### config.mk
export PLATFORM = sky130hd
export DESIGN_NAME = div_ctrl
export DESIGN_NICKNAME = d
export VERILOG_FILES = /design/src/rtl/div_ctrl_pkg.sv /design/src/rtl/div_cache.sv /design/src/rtl/div_ctrl.sv
export SDC_FILE = /design/constraint.sdc
export NUM_CORES = 1
export LEC_CHECK = 0
export ABC_AREA = 1
export CAP_MARGIN = 5
export CORE_MARGIN = 1
export CORE_UTILIZATION = 50
export CTS_CLUSTER_DIAMETER = 100
export DETAILED_ROUTE_END_ITERATION = 7
export GPL_TIMING_DRIVEN = 0
export MAX_ROUTING_LAYER = met4
export PLACE_DENSITY = 0.92
export SLEW_MARGIN = 20
export SYNTH_ARGS = -nofsm -noshare
export SYNTH_HDL_FRONTEND = slang
export SYNTH_SLANG_ARGS = --single-unit
### constraint.sdc
create_clock -name clk -period 10.3 [get_ports clk]
set_clock_uncertainty 0.15 [all_clocks]
set_input_delay 1.03 -clock clk [delete_from_list [all_inputs] [get_ports clk]]
set_output_delay 1.03 -clock clk [all_outputs]
set_load 0.01 [all_outputs]
### src/rtl/div_ctrl_pkg.sv
// Shared definitions for the divide controller: RISC-V funct3 divide codes,
// handshake levels, FSM state encoding and the cache lookup key.
package div_ctrl_pkg;

  localparam logic [2:0] INST_DIV  = 3'b100;
  localparam logic [2:0] INST_DIVU = 3'b101;
  localparam logic [2:0] INST_REM  = 3'b110;
  localparam logic [2:0] INST_REMU = 3'b111;

  localparam logic DIV_START    = 1'b1;
  localparam logic RESULT_READY = 1'b1;

  typedef enum logic [3:0] {
    ST_IDLE = 4'b0001,
    ST_RUN  = 4'b0010,
    ST_DONE = 4'b0100,
    ST_COOL = 4'b1000
  } state_e;

  typedef struct packed {
    logic [2:0]  op;
    logic [31:0] dividend;
    logic [31:0] divisor;
  } div_key_t;

  function automatic logic is_div_op(input logic [2:0] op);
    return (op == INST_DIV) || (op == INST_DIVU) ||
           (op == INST_REM) || (op == INST_REMU);
  endfunction

endpackage

### src/rtl/div_cache.sv
// One-entry result cache: combinational hit/result lookup, synchronous write.
module div_cache
  import div_ctrl_pkg::*;
(
  input  logic        clk,
  input  logic        rst_n,
  input  div_key_t    lookup_i,
  output logic        hit_o,
  output logic [31:0] result_o,
  input  logic        we_i,
  input  div_key_t    wkey_i,
  input  logic [31:0] wresult_i
);

  logic        valid_q;
  div_key_t    key_q;
  logic [31:0] result_q;

  // NOTE: non-blocking assignments for all flops so every register samples pre-edge values.
  always_ff @(posedge clk or negedge rst_n) begin
    if (!rst_n) begin
      valid_q <= 1'b0;
    end else if (we_i) begin
      valid_q <= 1'b1;
    end
  end

  // NOTE: payload storage has no reset; valid_q alone decides whether it is meaningful.
  always_ff @(posedge clk) begin
    if (we_i) begin
      key_q    <= wkey_i;
      result_q <= wresult_i;
    end
  end

  assign hit_o    = valid_q && (key_q == lookup_i);
  assign result_o = result_q;

endmodule

### src/rtl/div_ctrl.sv
// Divide controller between EX and a multi-cycle divider: latches operands,
// holds the start request, stalls the pipe and reuses the last result on a repeat.
module div_ctrl
  import div_ctrl_pkg::*;
(
  input  logic        clk,
  input  logic        rst_n,
  input  logic        req_i,
  input  logic [2:0]  op_i,
  input  logic [31:0] dividend_i,
  input  logic [31:0] divisor_i,
  input  logic [4:0]  rd_i,
  input  logic        flush_i,
  output logic        div_start_o,
  output logic [2:0]  div_op_o,
  output logic [31:0] div_dividend_o,
  output logic [31:0] div_divisor_o,
  input  logic [31:0] div_result_i,
  input  logic        div_busy_i,
  input  logic        div_ready_i,
  output logic        stall_o,
  output logic        wb_valid_o,
  output logic [31:0] wb_data_o,
  output logic [4:0]  wb_rd_o
);

  state_e      state_q;
  logic        start_q;
  logic        wb_valid_q;
  logic [2:0]  op_q;
  logic [31:0] dividend_q;
  logic [31:0] divisor_q;
  logic [31:0] result_q;
  logic [4:0]  rd_q;

  logic        req_ok;
  logic        cache_hit;
  logic [31:0] cache_result;
  logic        cache_we;
  div_key_t    lookup_key;
  div_key_t    write_key;

  // Completion is signalled solely by div_ready_i; busy is informational.
  logic unused_busy;
  assign unused_busy = div_busy_i;

  assign req_ok     = req_i && !flush_i && is_div_op(op_i);
  assign cache_we   = (state_q == ST_RUN) && !flush_i && (div_ready_i == RESULT_READY);
  assign lookup_key = '{op: op_i, dividend: dividend_i, divisor: divisor_i};
  assign write_key  = '{op: op_q, dividend: dividend_q, divisor: divisor_q};

  div_cache u_cache (
    .clk       (clk),
    .rst_n     (rst_n),
    .lookup_i  (lookup_key),
    .hit_o     (cache_hit),
    .result_o  (cache_result),
    .we_i      (cache_we),
    .wkey_i    (write_key),
    .wresult_i (div_result_i)
  );

  always_ff @(posedge clk or negedge rst_n) begin
    if (!rst_n) begin
      state_q    <= ST_IDLE;
      start_q    <= 1'b0;
      wb_valid_q <= 1'b0;
      op_q       <= '0;
      dividend_q <= '0;
      divisor_q  <= '0;
      result_q   <= '0;
      rd_q       <= '0;
    end else begin
      wb_valid_q <= 1'b0;
      unique case (state_q)
        ST_IDLE: begin
          if (req_ok) begin
            rd_q <= rd_i;
            if (cache_hit) begin
              result_q   <= cache_result;
              wb_valid_q <= 1'b1;
              state_q    <= ST_DONE;
            end else begin
              op_q       <= op_i;
              dividend_q <= dividend_i;
              divisor_q  <= divisor_i;
              start_q    <= DIV_START;
              state_q    <= ST_RUN;
            end
          end
        end
        ST_RUN: begin
          if (flush_i) begin
            start_q <= ~DIV_START;
            state_q <= ST_COOL;
          end else if (div_ready_i == RESULT_READY) begin
            result_q   <= div_result_i;
            start_q    <= ~DIV_START;
            wb_valid_q <= 1'b1;
            state_q    <= ST_DONE;
          end
        end
        ST_DONE: state_q <= ST_COOL;
        ST_COOL: state_q <= ST_IDLE;
        default: begin
          start_q <= 1'b0;
          state_q <= ST_IDLE;
        end
      endcase
    end
  end

  // A request arriving while cooling down must hold EX until the next IDLE accepts it.
  assign stall_o = (state_q == ST_RUN) ||
                   (((state_q == ST_IDLE) || (state_q == ST_COOL)) && req_ok);

  assign div_start_o    = start_q;
  assign div_op_o       = op_q;
  assign div_dividend_o = dividend_q;
  assign div_divisor_o  = divisor_q;
  assign wb_valid_o     = wb_valid_q && !flush_i;
  assign wb_data_o      = result_q;
  assign wb_rd_o        = rd_q;

endmodule

==> metrics.txt <==
final wirelength=24100 um; r2r endpoint=u_cache.key_q[2]$_DFFE_PP_; sequential cell area fraction in the yosys report=between 60% and 70%; DP HPWL=17100 um; total area of sequential cells=5750 sq um; Seq cells post-synth=210; placer congestion estimate=0.822; H-tree levels=1; ANT cells=0; Finished Core Util=around 69%; hold buffers post-CTS=0; final-layout fill cell count=1304; Worst Tran Pin Value=0.575 ns; root buf cell=clkbuf_16; final hold vios=0; PortBufs=between 200 and 250; total number of vias=7791; drt drc=0; cell area after layout=12400 sq um; WP data required=9.12 ns; core footprint=~18000 sq um; NumNets Final=about 1400; Yosys top cell area share=between 30% and 40%; synthesis-to-layout area growth=35.1%; Finish-stage setup viols=0; pin count of the biggest net entering global routing=57; max_cap viols=0; DP Worst Slack=5.91 ns; fraction of layout cells with a size suffix above 1=5.55%; cells along the critical path=clkdlybuf4s50_1 > inv_1 > nand3_1 > nor2_1 > inv_1 > o211ai_1 > clkdlybuf4s50_1; flop2flop setup slack=7.79 ns; CTS Sinks=210; clk_lat worst skew=0.50 ns; post-route non-filler standard cell count=1490; Net Count, Synth=between 1000 and 1500; Final ANT Viol Nets=0; first-pass GRT wire length=around 37000 um; hold endpoint=u_cache.valid_q$_DFFE_PN0P_; GRT Overall Usage=26.3%; 1st-iter DRT viols=534; status=complete, no violations; clock transition at the registers of the reported paths=0.06 ns; Min-Delay Path Class=register to register; CP Capture Type=primary output; WHS Path Cells=1; row count=49; Die Wd=138 um; Worst R2R Path Depth=6; most frequent cells in the layout=nand2_1, clkdlybuf4s50_1, dfrtp_1, edfxtp_1, inv_1; number of global-route vias before repair=between 7000 and 8000; Hold Startpoint=u_cache.valid_q$_DFFE_PN0P_; final worst path period share=42.2%; Resized cells post-CTS=0; CP arrival=3.17 ns; Cell Area, Placed=around 12000 sq um; drt pass-1 iters=5; fin crit period=4.35 ns; final worst slack=5.95 ns; CP max stage cell=clkdlybuf4s50_1; synth top area cells=edfxtp_1, dfrtp_1, nand2_1; setup bufs post-CTS=0; Initial Utilization=51.0%; Avg Vias per Cell=5.23; number of I/O pins=217; critical path launch point type=input port; max incr delay on CP=0.59 ns; TritonCTS clock tree=done; Fin Setup TNS=0 ns; reg-to-reg startpoint=state_q[3]$_DFFE_PN0P_; worst vdd ir=0.000161 V; area of the multi-input gates=2860 sq um; initial antenna violation count=0; worst-path maximum fanout=7; total CTS buffers=22; Slew Limit Headroom=61.7%; wire per inst=between 15 and 20 um; die area=about 19000 sq um; Leak=5.72 nW; synthesized area=9200 sq um; power density over the cells=approximately 240 nW/um^2; RSZ-0062 raised after global routing=no; Bufs on Longest Clock Path=3; total grt overflow=0; class of the most critical setup path=input port to primary output; commonest non-fill, non-tap cell in the layout=nand2_1; syn avg cell area=9.16 sq um; final max-slew violation count=0; count of cell types in the netlist=24; Synth Instances=1004; Yosys top cell by area=edfxtp_1; placed insts=1450; Die Ht=138 um; Ys Warns=0; Max Freq=around 0.23 GHz
cell usage after synthesis:
cell	instances
a21oi_1	2
buf_1	8
buf_2	12
buf_4	2
buf_6	6
clkbuf_1	18
dfrtp_1	110
dfstp_2	1
edfxtp_1	99
inv_1	90
inv_2	3
nand2_1	409
nand3_1	66
nand3_2	3
nand3b_1	1
nand4_1	74
nor2_1	71
nor3_2	1
o211ai_1	1
o21ai_0	3
o21ai_1	5
or2_2	3
xnor2_1	14
xor2_1	2
sequential cells by signal, indices dropped and copies added, names as in the netlist:
name,count
div_dividend_o,32
div_divisor_o,32
div_op_o,3
div_start_o,1
state_q,4
u_cache.key_q,67
u_cache.result_o,32
u_cache.valid_q,1
wb_data_o,32
wb_rd_o,5
wb_valid_q,1
kinds of logic (layout without fill, tap and decap cells):
family / after synthesis / count (layout) / synth area share [%]
simple gates: 628 / 628 / 28.9
flops: 210 / 210 / 62.5
buf+inv: 139 / 396 / 6.41
xor+xnor: 16 / 16 / 1.52
compound gates: 11 / 11 / 0.626
where the power goes:
part	internal [mW]	leakage (nW)	switching [mW]	total [mW]
registers	1.12	2.19	0.158	1.28
clock network	0.475	0.367	0.321	0.797
logic	0.488	3.16	0.458	0.946
total	2.08	5.72	0.937	3.02
layer usage:
metal,vias to the layer above,global-route usage [%],share of wire [%]
met5,-,-,0
met2,326,44.4,50
met4,0,7.94,2.1
met1,3689,31.4,40
li1,3730,-,-
met3,46,5.81,8.1
area by class of cell:
| type | instances | share of cell area [%] |
|---|---|---|
| buffer | 46 | 1.93 |
| clock buffer | 33 | 5.41 |
| clock inverter | 7 | 0.473 |
| inverter | 93 | 2.85 |
| multi-input combinational | 655 | 23.0 |
| sequential | 210 | 46.3 |
| tap | 229 | 2.30 |
| timing repair buffer | 217 | 17.8 |
worst max-delay path: cells and delay by family:
family	cells	cell delay, ns
buffers and inverters	4	1.42
AO/OA/AOI/OAI	1	0.13
AND/OR/NAND/NOR	2	0.59
how the worst max path moves through the flow:
| stage | from | endpoint | slack [ns] | depth (start not counted) |
|---|---|---|---|---|
| 5_1_grt | flush_i | stall_o | 5.75 | 7 |
| 3_3_place_gp | rst_n | wb_data_o[5]$_DFFE_PN0P_ | 3.59 | 1 |
| 4_1_cts | flush_i | stall_o | 5.90 | 7 |
| 3_5_place_dp | flush_i | stall_o | 5.91 | 7 |
| 2_1_floorplan | flush_i | u_cache.key_q[0]$_DFFE_PP_ | 6.49 | 3 |
| 6_report | flush_i | stall_o | 5.95 | 7 |
through the flow:
step,hold slack [ns],power (mW)
after floorplan,0.282,1.64
after global placement,0.297,2.19
after detailed placement,0.297,2.23
after CTS,0.312,3.04
after global routing,0.336,3.18
final,0.311,3.02
(Power assumes the default switching activity.)
